$ cat config.mk
export PLATFORM = sky130hd
export DESIGN_NAME = obuf_drain
export DESIGN_NICKNAME = d
export VERILOG_FILES = /design/src/rtl/obuf_drain.sv
export SDC_FILE = /design/constraint.sdc
export NUM_CORES = 1
export LEC_CHECK = 0
export BUFFER_PORTS_ARGS = -buffer_cell sky130_fd_sc_hd__buf_2
export CORE_ASPECT_RATIO = 0.6
export CORE_UTILIZATION = 50
export CTS_BUF_LIST = sky130_fd_sc_hd__clkbuf_4 sky130_fd_sc_hd__clkbuf_8
export CTS_CLUSTER_DIAMETER = 200
export DETAILED_ROUTE_END_ITERATION = 10
export PLACE_DENSITY = 0.73
export SETUP_SLACK_MARGIN = 0.2
export SYNTH_ARGS = -nofsm -noshare
export SYNTH_HDL_FRONTEND = slang
export SYNTH_SLANG_ARGS = --single-unit
$ cat constraint.sdc
create_clock -name i_clk -period 7.4 [get_ports i_clk]
set_input_delay 0.37 -clock i_clk [delete_from_list [all_inputs] [get_ports i_clk]]
set_output_delay 0.37 -clock i_clk [all_outputs]
set_load 0.02 [all_outputs]
$ cat src/rtl/obuf_drain.sv
// obuf_drain: reads rows from the output buffer RAM and serialises each
// row into OUT_WIDTH-bit beats on a valid/ready stream.
//
// Ports:
//   i_clk, i_rst        clock, async active-high reset
//   i_start, i_len      start pulse and row count (clamped to ARR_DEPTH)
//   o_busy, o_done      busy window and one-cycle completion pulse
//   o_ram_re/addr       RAM read port; i_ram_data one cycle later
//   o_data/valid/last   output stream, i_ready from downstream
module obuf_drain #(
  parameter int VEC_WIDTH = 64,
  parameter int ARR_DEPTH = 64,
  parameter int OUT_WIDTH = 16,
  localparam int AW = $clog2(ARR_DEPTH)
) (
  input  logic                 i_clk,
  input  logic                 i_rst,
  input  logic                 i_start,
  input  logic [AW:0]          i_len,
  output logic                 o_busy,
  output logic                 o_ram_re,
  output logic [AW-1:0]        o_ram_addr,
  input  logic [VEC_WIDTH-1:0] i_ram_data,
  output logic [OUT_WIDTH-1:0] o_data,
  output logic                 o_valid,
  input  logic                 i_ready,
  output logic                 o_last,
  output logic                 o_done
);

  localparam int BEATS = VEC_WIDTH / OUT_WIDTH;
  localparam int IW = (BEATS > 1) ? $clog2(BEATS) : 1;
  localparam logic [IW-1:0] LAST_IDX = IW'(BEATS - 1);
  localparam logic [AW:0] DEPTH = (AW + 1)'(ARR_DEPTH);

  typedef enum logic [1:0] {
    S_IDLE,
    S_RUN,
    S_DONE
  } state_t;

  state_t r_state;
  state_t w_state_nxt;

  logic [AW:0]          r_len;
  logic [AW:0]          r_issued;
  logic [AW:0]          r_loaded;
  logic                 r_inflight;
  logic [VEC_WIDTH-1:0] r_fifo0;
  logic [VEC_WIDTH-1:0] r_fifo1;
  logic                 r_wp;
  logic                 r_rp;
  logic [1:0]           r_cnt;
  logic [VEC_WIDTH-1:0] r_row;
  logic [IW-1:0]        r_idx;
  logic                 r_ser_v;
  logic                 r_ser_last;

  logic                 w_xfer;
  logic                 w_row_end;
  logic                 w_ser_free;
  logic                 w_load;
  logic                 w_pop;
  logic                 w_push;
  logic                 w_issue;
  logic                 w_more;
  logic                 w_start_ok;
  logic [2:0]           w_credit;
  logic [AW:0]          w_eff_len;
  logic [VEC_WIDTH-1:0] w_head;
  logic [VEC_WIDTH-1:0] w_load_row;

  assign w_xfer     = r_ser_v & i_ready;
  assign w_row_end  = w_xfer & (r_idx == LAST_IDX);
  assign w_ser_free = ~r_ser_v | w_row_end;

  // The serialiser refills from the FIFO head, or straight from the RAM
  // when the FIFO is empty, so the first beat and every row change
  // happen without a bubble.
  assign w_load = w_ser_free & ((r_cnt != 2'd0) | r_inflight);
  assign w_pop  = w_load & (r_cnt != 2'd0);
  assign w_push = r_inflight & ~(w_load & (r_cnt == 2'd0));

  assign w_head     = r_rp ? r_fifo1 : r_fifo0;
  assign w_load_row = (r_cnt != 2'd0) ? w_head : i_ram_data;

  // In-flight reads count as FIFO entries so a stalled stream can never
  // overflow the two buffered rows.
  assign w_credit = 3'(r_cnt) + 3'(r_inflight) - 3'(w_pop);
  assign w_more   = r_issued < r_len;

  assign w_start_ok = i_start & (i_len != '0);
  assign w_eff_len  = (i_len > DEPTH) ? DEPTH : i_len;

  always_ff @(posedge i_clk or posedge i_rst) begin
    if (i_rst) begin
      r_state <= S_IDLE;
    end else begin
      r_state <= w_state_nxt;
    end
  end

  always_comb begin
    w_state_nxt = r_state;
    o_busy      = 1'b0;
    o_done      = 1'b0;
    w_issue     = 1'b0;
    unique case (r_state)
      S_IDLE: begin
        if (w_start_ok) w_state_nxt = S_RUN;
      end
      S_RUN: begin
        o_busy  = 1'b1;
        w_issue = w_more & (w_credit < 3'd2);
        if (w_xfer & o_last) w_state_nxt = S_DONE;
      end
      S_DONE: begin
        o_busy      = 1'b1;
        o_done      = 1'b1;
        w_state_nxt = S_IDLE;
      end
      default: w_state_nxt = S_IDLE;
    endcase
  end

  assign o_ram_re   = w_issue;
  assign o_ram_addr = w_issue ? r_issued[AW-1:0] : '0;

  assign o_valid = r_ser_v;
  assign o_data  = r_ser_v ? r_row[r_idx*OUT_WIDTH +: OUT_WIDTH] : '0;
  assign o_last  = r_ser_v & r_ser_last & (r_idx == LAST_IDX);

  always_ff @(posedge i_clk or posedge i_rst) begin
    if (i_rst) begin
      r_len      <= '0;
      r_issued   <= '0;
      r_loaded   <= '0;
      r_inflight <= 1'b0;
    end else begin
      if ((r_state == S_IDLE) && w_start_ok) begin
        r_len    <= w_eff_len;
        r_issued <= '0;
        r_loaded <= '0;
      end else begin
        if (w_issue) r_issued <= r_issued + (AW + 1)'(1);
        if (w_load) r_loaded <= r_loaded + (AW + 1)'(1);
      end
      r_inflight <= w_issue;
    end
  end

  always_ff @(posedge i_clk or posedge i_rst) begin
    if (i_rst) begin
      r_fifo0 <= '0;
      r_fifo1 <= '0;
      r_wp    <= 1'b0;
      r_rp    <= 1'b0;
      r_cnt   <= 2'd0;
    end else begin
      if (w_push) begin
        if (r_wp) r_fifo1 <= i_ram_data;
        else      r_fifo0 <= i_ram_data;
        r_wp <= ~r_wp;
      end
      if (w_pop) r_rp <= ~r_rp;
      r_cnt <= r_cnt + 2'(w_push) - 2'(w_pop);
    end
  end

  always_ff @(posedge i_clk or posedge i_rst) begin
    if (i_rst) begin
      r_row      <= '0;
      r_idx      <= '0;
      r_ser_v    <= 1'b0;
      r_ser_last <= 1'b0;
    end else begin
      if (w_load) begin
        r_row      <= w_load_row;
        r_idx      <= '0;
        r_ser_v    <= 1'b1;
        r_ser_last <= (r_loaded == r_len - (AW + 1)'(1));
      end else if (w_row_end) begin
        r_ser_v    <= 1'b0;
        r_ser_last <= 1'b0;
      end else if (w_xfer) begin
        r_idx <= r_idx + IW'(1);
      end
    end
  end

`ifndef SYNTHESIS
  always @(posedge i_clk) begin
    if (!i_rst) begin
      assert (!(w_push && !w_pop && (r_cnt == 2'd2)))
        else $error("obuf_drain: prefetch FIFO overflow");
      assert ((3'(r_cnt) + 3'(r_inflight)) <= 3'd2)
        else $error("obuf_drain: prefetch credit exceeded");
    end
  end
`endif

endmodule

; Yosys cells after proc, flatten, opt, wreduce, memory -nomap -nowiden
; Cells that the tools add are included.
[totals]
reg_bits = 224
input_bits = 75
output_inout_bits = 27
word_cells = 85
[op_classes]
addsub = 8
magnitude_cmp = 3
eq_ne = 7
shift = 1
mux = 21
bitwise = 17
n_reduce_logical = 14
[ops]
columns = operator, count
row1 = two-way mux 64 bit, 2
row2 = indexed part select 64 x 7 -> 16 bit, 1
row3 = two-way mux 7 bit, 5
row4 = two-way mux 16 bit, 1
row5 = "adder 7 x 1 -> 7 bit, second input constant", 2
row6 = bitwise AND 1 bit, 11
row7 = two-way mux 2 bit, 5
row8 = nonzero test 2 bit, 5
row9 = AND reduction 2 bit, 4
row10 = == test 7 bit, 1
row11 = "greater-than comparator 7 bit, second input constant", 1
row12 = less-than comparator 7 bit, 1
row13 = nonzero test 7 bit, 1
row14 = "subtractor 7 x 1 -> 7 bit, second input constant", 1
row15 = two-way mux 1 bit, 6
row16 = two-way mux 6 bit, 1
row17 = "== test 2 bit, second input constant", 2
row18 = zero test 2 bit, 2
row19 = "!= test 2 bit, second input constant", 2
row20 = inverter 1 bit, 4
row21 = one-hot mux 2 bit (2 select lines), 1
row22 = adder 2 x 1 -> 3 bit, 1
row23 = "less-than comparator 3 x 2 -> 1 bit, second input constant", 1
row24 = subtractor 3 x 1 -> 3 bit, 1
row25 = other kinds (8), 9

; Logic depth before layout (Yosys ltp)
; Gate-level depths: netlist of run 1.
[depth]
ltp_word = 11
ltp_mapped = 11

; Worst setup path after synthesis of run 1
; Ideal clock, no wire load.
[synth_timing]
path_type = reg2out
from = reg r_idx[0]
to = out o_ram_addr[0]
arrival_time_ps = 2547
slack_ps = 4483
path_stages_with_launch = 11
n_path_buf = 1
path_cell_list = dfrtp_1 > ha_1 > a21boi_2 > nor3b_1 > o21ai_0 > fa_1 > xnor2_1 > nand4b_1 > a221oi_4 > buf_6 > and2_2
[synth_via]
elab_chain_len = 10
[synth_lines]
columns = item, line
row1 = from (decl), 55  ; logic [IW-1:0] r_idx;
row2 = from (signal assigned), 186  ; r_idx <= r_idx + IW'(1);
row3 = == test 2 bit, 74  ; assign w_row_end = w_xfer & (r_idx == LAST_IDX);
row4 = bitwise AND 1 bit, 74
row5 = bitwise OR 1 bit, 75  ; assign w_ser_free = ~r_ser_v | w_row_end;
row6 = bitwise AND 1 bit, 80  ; assign w_load = w_ser_free & ((r_cnt != 2'd0) | r_inflight);
row7 = bitwise AND 1 bit, 81  ; assign w_pop = w_load & (r_cnt != 2'd0);
row8 = subtractor 3 x 1 -> 3 bit, 89  ; assign w_credit = 3'(r_cnt) + 3'(r_inflight) - 3'(w_pop);
row9 = less-than comparator 3 x 2 -> 1 bit, 114  ; w_issue = w_more & (w_credit < 3'd2);
row10 = bitwise AND 1 bit, 114
row11 = two-way mux 1 bit, 108  ; unique case (r_state)
row12 = via o_ram_re, 21  ; output logic o_ram_re,
row13 = two-way mux 6 bit, 127  ; assign o_ram_addr = w_issue ? r_issued[AW-1:0] : '0;
row14 = to (decl), 22  ; output logic [AW-1:0] o_ram_addr,
; The timed path passes the listed nets, and every way through them passes these cells.

; Worst setup path in the final report of run 1
[layout_timing]
from = reg r_idx[0]
to = out o_ram_addr[2]
[layout_via]
elab_chain_len = 10
[layout_lines]
columns = item, line
row1 = == test 2 bit, 74
row2 = bitwise AND 1 bit, 74
row3 = bitwise OR 1 bit, 75
row4 = bitwise AND 1 bit, 80
row5 = bitwise AND 1 bit, 81
row6 = subtractor 3 x 1 -> 3 bit, 89
row7 = less-than comparator 3 x 2 -> 1 bit, 114
row8 = bitwise AND 1 bit, 114
row9 = two-way mux 1 bit, 108
row10 = two-way mux 6 bit, 127
; Every way passes these cells.

==> results.sh, run 1 <==
export IMPL_grt_max_degree=82
export IMPL_dieWidth_um=190.1
export IMPL_fmax_mhz=210.2
export IMPL_synth_net_count=898
export IMPL_grt_pass1_wl_um=39000
export IMPL_timing_final_crit_share_pct=64.29
export IMPL_arrival_ns=4.39
export IMPL_globalRouteMet3Util_pct=5.037
export IMPL_drt_iter0_drc=530
export IMPL_area_growth_pct=13.49
export IMPL_min_path_type="in2reg"
export IMPL_status="finished, final reports clean"
export IMPL_grt_use_total_pct=23.38
export IMPL_ys_seq_area_share_pct=52.83
export IMPL_synth_most_common_cell="dfrtp_1"
export IMPL_clk_latency_ns=0.51
export IMPL_first_global_vias=6678
export IMPL_root_buffer="clkbuf_8"
export IMPL_routed_via_density=5.804
export IMPL_diodes=0
export IMPL_synthDominantCellAreaShare_pct=52.83
export IMPL_start_util_pct=51.96
export IMPL_maxCapViolations=0
export IMPL_drive_gt1_share_pct=27.21
export IMPL_cp_data_required_time_ns=7.03
export IMPL_synth_edf_count=0
export IMPL_synth_largest_area_cell="dfrtp_1"
export IMPL_overflow=0
export IMPL_routabilityCongestion=0.8451
export IMPL_std_cell_rows=40
export IMPL_ios=102
export IMPL_avgRoutedWirePerCell_um=20.89
export IMPL_cts_made_buffers=35
export IMPL_tightestPinTransition_ns=0.9870
export IMPL_fin_cells=1199
export IMPL_vias=6959
export IMPL_cts_resized=0
export IMPL_clk_pin_slew_ns=0.06
export IMPL_dp_cells=1138
export IMPL_antenna_found_initial=1
export IMPL_nets=994
export IMPL_drt_wl_total_um=25050
export IMPL_period_needed_ns=4.758
export IMPL_endpoint_kind="output pin"
export IMPL_synthArstFlopShare_pct=100.0
export IMPL_synth_cell_types=60
export IMPL_cts_tree="done"
export IMPL_ys_flop_type="dfrtp_1"
export IMPL_synth_cells=807
export IMPL_path_class="reg2out"
export IMPL_final_antenna_net_count=0
export IMPL_setup_tns_ns=0
export IMPL_grt_busiest_layer="met1"
export IMPL_finalInstanceArea_um2=12040
export IMPL_leakagePower_nw=5.602
export IMPL_slew_viol_final=0
export IMPL_io_buffers=101
export IMPL_netlist_area_um2=10610
export IMPL_relSlewSlack_pct=34.20
export IMPL_cts_htree_levels=2
export IMPL_die_y_um=114.8
export IMPL_firstDrtPassIters=5
export IMPL_synth_seq_cells=224
export IMPL_path_max_fanout=18
export IMPL_final_hold_viol_count=0
export IMPL_met2_usage_pct=31.02
export IMPL_finClkSkew_ns=0.01736
export IMPL_rsz0062_at_grt="no"
export IMPL_ys_warn_count=0
export IMPL_cts_sinks=224
export IMPL_placed_area_um2=11260
export IMPL_powerDensity_nw_per_um2=434.2
export IMPL_dp_hpwl_um=16560
export IMPL_coreArea_um2=20420
export IMPL_setup_violations_final=0
export IMPL_start_kind="register"
export IMPL_grt_use_met1_pct=38.21
export IMPL_netlist_top_cells_area="dfrtp_1 53%, mux2_1 9.4%, mux2i_1 6.2%"
export IMPL_synth_avg_cell_area_um2=13.15
export IMPL_die_area_um2=21830
export IMPL_fillCellCount=1661
export IMPL_drc_errors=0
export IMPL_ir_worst_vdd_v=0.0001734
export IMPL_synth_common_cells="224 x dfrtp_1, 89 x mux2_1, 83 x nor2_1"
export IMPL_cts_max_path_buffers=3
-- worst paths after layout --
path	start	to	slack [ns]	cells after the start
min	i_ram_data[27]	r_fifo1[27]	0.10	2
min in group asynchronous	i_rst	r_fifo0[26]	0.46	3
min reg2reg	r_fifo0[58]	r_fifo0[58]	0.48	1
max in group asynchronous	i_rst	r_rp	5.48	4
max reg2reg	r_idx[0]	r_issued[3]	3.44	10
max	r_idx[0]	o_ram_addr[2]	2.64	10
-- critical path, stage by stage, from the launching register on --
cell	delay, ns
dfrtp_1	0.99
ha_1	0.40
a21boi_2	0.15
nor3b_1	0.33
o21ai_0	0.17
fa_1	0.40
xnor2_1	0.18
nand4b_1	0.17
a221oi_4	0.66
and2_2	0.28
buf_2	0.16
-- layout by cell type (no fill, tap or decap), types with 3 or more instances in the layout --
cell type | synthesis | layout
nand3_1 | 3 | 3
a221o_1 | 64 | 64
xor2_1 | 3 | 3
clkbuf_8 | 0 | 45
and2_2 | 6 | 6
buf_4 | 8 | 10
xnor2_1 | 18 | 18
a21o_1 | 3 | 3
mux2_2 | 39 | 39
mux2_1 | 89 | 89
ha_1 | 15 | 15
a31o_2 | 3 | 3
nor3_1 | 4 | 4
dfrtp_1 | 224 | 223
o21ai_0 | 13 | 13
a21oi_1 | 6 | 6
and2_1 | 19 | 19
mux2i_1 | 66 | 66
nand2_1 | 16 | 16
buf_2 | 20 | 101
nand3b_1 | 7 | 7
nor2_1 | 83 | 83
clkbuf_4 | 0 | 12
mux4_2 | 16 | 16
inv_1 | 13 | 12
-- kinds of logic (layout without fill, tap and decap cells) --
kind of cell | after synthesis | in the layout | share of synthesized area (%)
xor+xnor | 21 | 21 | 1.734
mux | 210 | 210 | 23.21
flops | 224 | 224 | 52.83
compound gates | 104 | 104 | 8.703
buf+inv | 66 | 185 | 3.349
simple gates | 166 | 166 | 8.219
fa+ha+maj | 16 | 16 | 1.958
-- registers in the layout, indices dropped and copies added (netlist names) --
| register | count |
|---|---|
| r_fifo1 | 64 |
| r_inflight | 1 |
| r_ser_last | 1 |
| r_cnt | 2 |
| r_loaded | 7 |
| r_idx | 2 |
| r_wp | 1 |
| o_valid | 1 |
| r_state | 2 |
| r_row | 64 |
| r_rp | 1 |
| r_len | 7 |
| r_issued | 7 |
| r_fifo0 | 64 |
-- metal layers --
metal	routed length (um)	share of wire, %
met4	291	1.2
met3	1598	6.4
met2	10140	40
met5	0	0
met1	13020	52
-- through the flow --
| stage | hold slack (ns) | setup slack, ns | util (%) | total power [mW] |
|---|---|---|---|---|
| finish | 0.1046 | 2.642 | 58.97 | 5.229 |
| global route | 0.09826 | 2.253 | 58.97 | 5.532 |
| CTS | 0.08972 | 2.546 | 58.97 | 5.253 |
| detailed placement | 0.4739 | 3.096 | 55.13 | 4.075 |
| global placement | 0.4666 | 3.216 | 55.13 | 4.011 |
| floorplan | 0.4574 | 0.8955 | - | 3.566 |
-- timing repair --
item,in CTS,in global routing
setup buffers,0,0
hold buffers,1,0
endpoints found under the hold margin,79,0
-- area by class of cell --
type | instances | area (um^2) | share of cell area [%]
Tap cell | 273 | 341.6 | 2.837
Clock inverter | 3 | 65.06 | 0.5403
Inverter | 13 | 56.30 | 0.4676
Timing Repair Buffer | 112 | 590.6 | 4.904
Sequential cell | 224 | 5609 | 46.58
Clock buffer | 57 | 709.4 | 5.892
Multi-Input combinational cell | 517 | 4669 | 38.78
-- power breakdown --
group / internal (mW) / switching, mW / total [mW] / leakage, nW
sequential: 1.77 / 0.451 / 2.22 / 2.81
combinational: 0.966 / 0.887 / 1.85 / 2.38
clock: 0.673 / 0.486 / 1.16 / 0.411
(Power assumes the default switching activity.)
==> inputs of run 2 (changes only) <==
--- a/config.mk
+++ b/config.mk
@@ -5,13 +5,14 @@
 export SDC_FILE = /design/constraint.sdc
 export NUM_CORES = 1
 export LEC_CHECK = 0
+export ABC_AREA = 1
 export BUFFER_PORTS_ARGS = -buffer_cell sky130_fd_sc_hd__buf_2
 export CORE_ASPECT_RATIO = 0.6
 export CORE_UTILIZATION = 50
 export CTS_BUF_LIST = sky130_fd_sc_hd__clkbuf_4 sky130_fd_sc_hd__clkbuf_8
 export CTS_CLUSTER_DIAMETER = 200
 export DETAILED_ROUTE_END_ITERATION = 10
-export PLACE_DENSITY = 0.73
+export PLACE_DENSITY = 0.76
 export SETUP_SLACK_MARGIN = 0.2
 export SYNTH_ARGS = -nofsm -noshare
 export SYNTH_HDL_FRONTEND = slang
==> constraint.sdc (replaced) <==
create_clock -name i_clk -period 4.24 [get_ports i_clk]
set_input_delay 0.212 -clock i_clk [delete_from_list [all_inputs] [get_ports i_clk]]
set_output_delay 0.212 -clock i_clk [all_outputs]
set_load 0.02 [all_outputs]
==> run 2 against run 1 <==
Effect of this change:
- the flow now finishes with violations (DRC)
- clock power rose by 67%
- clock-buffer cell count rose by 1
- via count rose by 30%
- sequential share of layout area fell by 3.5 points
- global-route usage rose by 2.3 points
- non-clock buffer count rose by 73
- die area rose by 3.5%
- synthesized cell count rose by 51%
- power rose by 76%
- flip-flop and latch count did not move
- wire length rose by 10%
- clock skew fell by 0.0038 ns
- largest power group unchanged
==> results.sh, run 2 <==
export IMPL_status="finished with violations"
export IMPL_violations="DRC"
export IMPL_synth_xor_area_share_pct=1.037
export IMPL_rsz0062_at_grt="no"
export IMPL_arrival_ns=3.56
export IMPL_synth_largest_area_cell="dfrtp_1"
export IMPL_fin_cells=1672
export IMPL_firstDrtPassIters=8
export IMPL_startpoint="o_valid"
export IMPL_drive_gt1_share_pct=17.16
export IMPL_dieWidth_um=193.3
export IMPL_synthSimpleGateAreaFrac_pct=14.61
export IMPL_maxCapViolations=0
export IMPL_start_util_pct=51.58
export IMPL_period_needed_ns=3.775
export IMPL_synth_edf_count=0
export IMPL_synthDominantCellAreaShare_pct=51.04
export IMPL_routed_via_density=5.398
export IMPL_synth_compound_area_share_pct=16.76
export IMPL_setup_tns_ns=0
export IMPL_layout_common_cells="325 x nand2_1, 222 x dfrtp_1, 139 x inv_1"
export IMPL_netlist_top_cells_area="dfrtp_1 51%, nand2_1 11%, mux2i_1 5.8%"
export IMPL_clk_pin_slew_ns=0.06
export IMPL_synth_cells=1219
export IMPL_final_antenna_net_count=0
export IMPL_ir_worst_vdd_v=0.0004508
export IMPL_ys_flop_type="dfrtp_1"
export IMPL_synthMuxAreaShare_pct=5.833
export IMPL_first_global_vias=8765
export IMPL_r2r_slack_ns=1.28
export IMPL_antenna_found_initial=0
export IMPL_synth_top_family_by_area="compound AO/OA/AOI/OAI gates"
export IMPL_drc_errors=6
export IMPL_dp_cells=1539
export IMPL_netlist_area_um2=10980
export IMPL_cp_data_required_time_ns=4.03
export IMPL_leakagePower_nw=6.546
export IMPL_area_growth_pct=18.49
export IMPL_path_max_fanout=18
export IMPL_tightestPinTransition_ns=1.143
export IMPL_drt_iter0_drc=760
export IMPL_nets=1461
export IMPL_final_hold_viol_count=0
export IMPL_io_buffers=101
export IMPL_grt_pass1_wl_um=45700
export IMPL_drt_wl_total_um=27660
export IMPL_synthArstFlopShare_pct=100.0
export IMPL_slew_viol_final=0
export IMPL_dp_hpwl_um=17570
export IMPL_synth_most_common_cell="nand2_1"
export IMPL_synth_cell_types=32
export IMPL_fillCellCount=1813
export IMPL_diodes=0
export IMPL_vias=9026
export IMPL_powerDensity_nw_per_um2=708.0
export IMPL_die_area_um2=22580
export IMPL_synth_net_count=1310
export IMPL_synthAdderAreaFrac_pct=1.891
export IMPL_finClkSkew_ns=0.01357
export IMPL_cts_tree="done"
export IMPL_endpoint_kind="output pin"
export IMPL_min_path_type="in2reg"
export IMPL_root_buffer="clkbuf_8"
export IMPL_timing_rr_start="o_valid"
export IMPL_grt_max_degree=136
export IMPL_coreArea_um2=21290
export IMPL_multi_input_area_um2=4414
export IMPL_reg_top3="r_fifo0 (64), r_fifo1 (64), r_row (64)"
export IMPL_die_y_um=116.8
export IMPL_worstReg2RegEnd="r_issued[2]"
export IMPL_mostFrequentLayoutCell="nand2_1"
export IMPL_path_class="reg2out"
export IMPL_cts_sinks=224
export IMPL_std_cell_rows=41
export IMPL_synth_seq_cells=224
export IMPL_cts_max_path_buffers=3
export IMPL_start_kind="register"
export IMPL_ios=102
export IMPL_synth_common_cells="326 x nand2_1, 224 x dfrtp_1, 140 x inv_1"
export IMPL_grt_use_total_pct=25.67
export IMPL_clk_latency_ns=0.53
export IMPL_fmax_mhz=264.9
export IMPL_ys_warn_count=0
export IMPL_ys_seq_area_share_pct=51.04
export IMPL_cts_made_buffers=36
export IMPL_synth_avg_cell_area_um2=9.009
export IMPL_power_mw=9.213
export IMPL_overflow=0
export IMPL_setup_violations_final=0
export IMPL_routabilityCongestion=0.8388
export IMPL_avgRoutedWirePerCell_um=16.54
export IMPL_endpoint="o_ram_addr[0]"
export IMPL_timing_final_crit_share_pct=89.02
export IMPL_final_util_pct=61.12
export IMPL_cts_htree_levels=2
export IMPL_relSlewSlack_pct=23.61
export IMPL_ff_latch_area_um2=5610
export IMPL_worst_r2r_path_depth=12
[run 2: area by class of cell]
class	instances	share of cell area (%)
well taps	279	2.683
clock buffers	58	5.558
flip-flops and latches	224	43.12
multi-input cells	779	33.92
clock inverters	3	0.1346
repair buffers	185	10.40
inverters	144	4.183
[run 2: what timing repair did]
| action | 4_1_cts | 5_1_grt |
|---|---|---|
| endpoints found under the hold margin | 339 | 0 |
| buffers inserted | 0 | 0 |
| resized for setup | 0 | 0 |
| hold buffers | 72 | 0 |
[run 2: routing by layer]
metal	GRT usage [%]	vias to the layer above	share of wire [%]
li1	-	4317	-
met1	37.64	4364	49
met2	38.24	293	42
met3	6.046	52	7.6
met4	7.200	0	2.0
met5	0	-	0
[run 2: kinds of logic (layout without fill, tap and decap cells)]
family	Yosys count	count (layout)
multiplexers	64	64
AO/OA/AOI/OAI	280	280
flip-flops	224	224
adder cells (fa/ha/maj)	16	16
XOR/XNOR	13	13
buffers and inverters	216	390
AND/OR/NAND/NOR	406	406
[run 2: worst min-delay path by stage]
stage / startpoint / to / slack, ns / cells after the start
after floorplan: i_len[0] / r_len[0] / 0.32 / 2
after global placement: i_rst / r_fifo0[6] / 0.43 / 3
after detailed placement: i_rst / r_fifo0[6] / 0.43 / 3
after CTS: i_start / r_state[1] / 0.04 / 5
after global routing: i_start / r_state[1] / 0.08 / 5
final: i_start / r_state[1] / 0.07 / 5
[run 2: critical path, cell delays in order (launching register included)]
cell     delay, ns
dfrtp_1       0.44
inv_2         0.30
a21oi_2       0.08
nor2_1        0.26
inv_2         0.06
nor2_1        0.16
o21ai_0       0.12
fa_1          0.50
nand2_1       0.05
nor2_1        0.13
nand4_1       0.46
nor2_1        0.28
buf_2         0.21
[run 2: metrics by stage]
step	area [um^2]	hold WS (ns)	setup WS, ns
after CTS	13010	0.03576	0.5073
final	13010	0.06984	0.4654
after detailed placement	11550	0.4305	1.090
after floorplan	10990	0.3216	1.104
after global placement	11550	0.4299	1.228
after global routing	13010	0.07557	0.2027
[run 2: power by group]
| group | internal (mW) | switching [mW] |
|---|---|---|
| Combinational | 1.40 | 2.22 |
| Sequential | 3.00 | 0.644 |
| Clock | 1.08 | 0.868 |
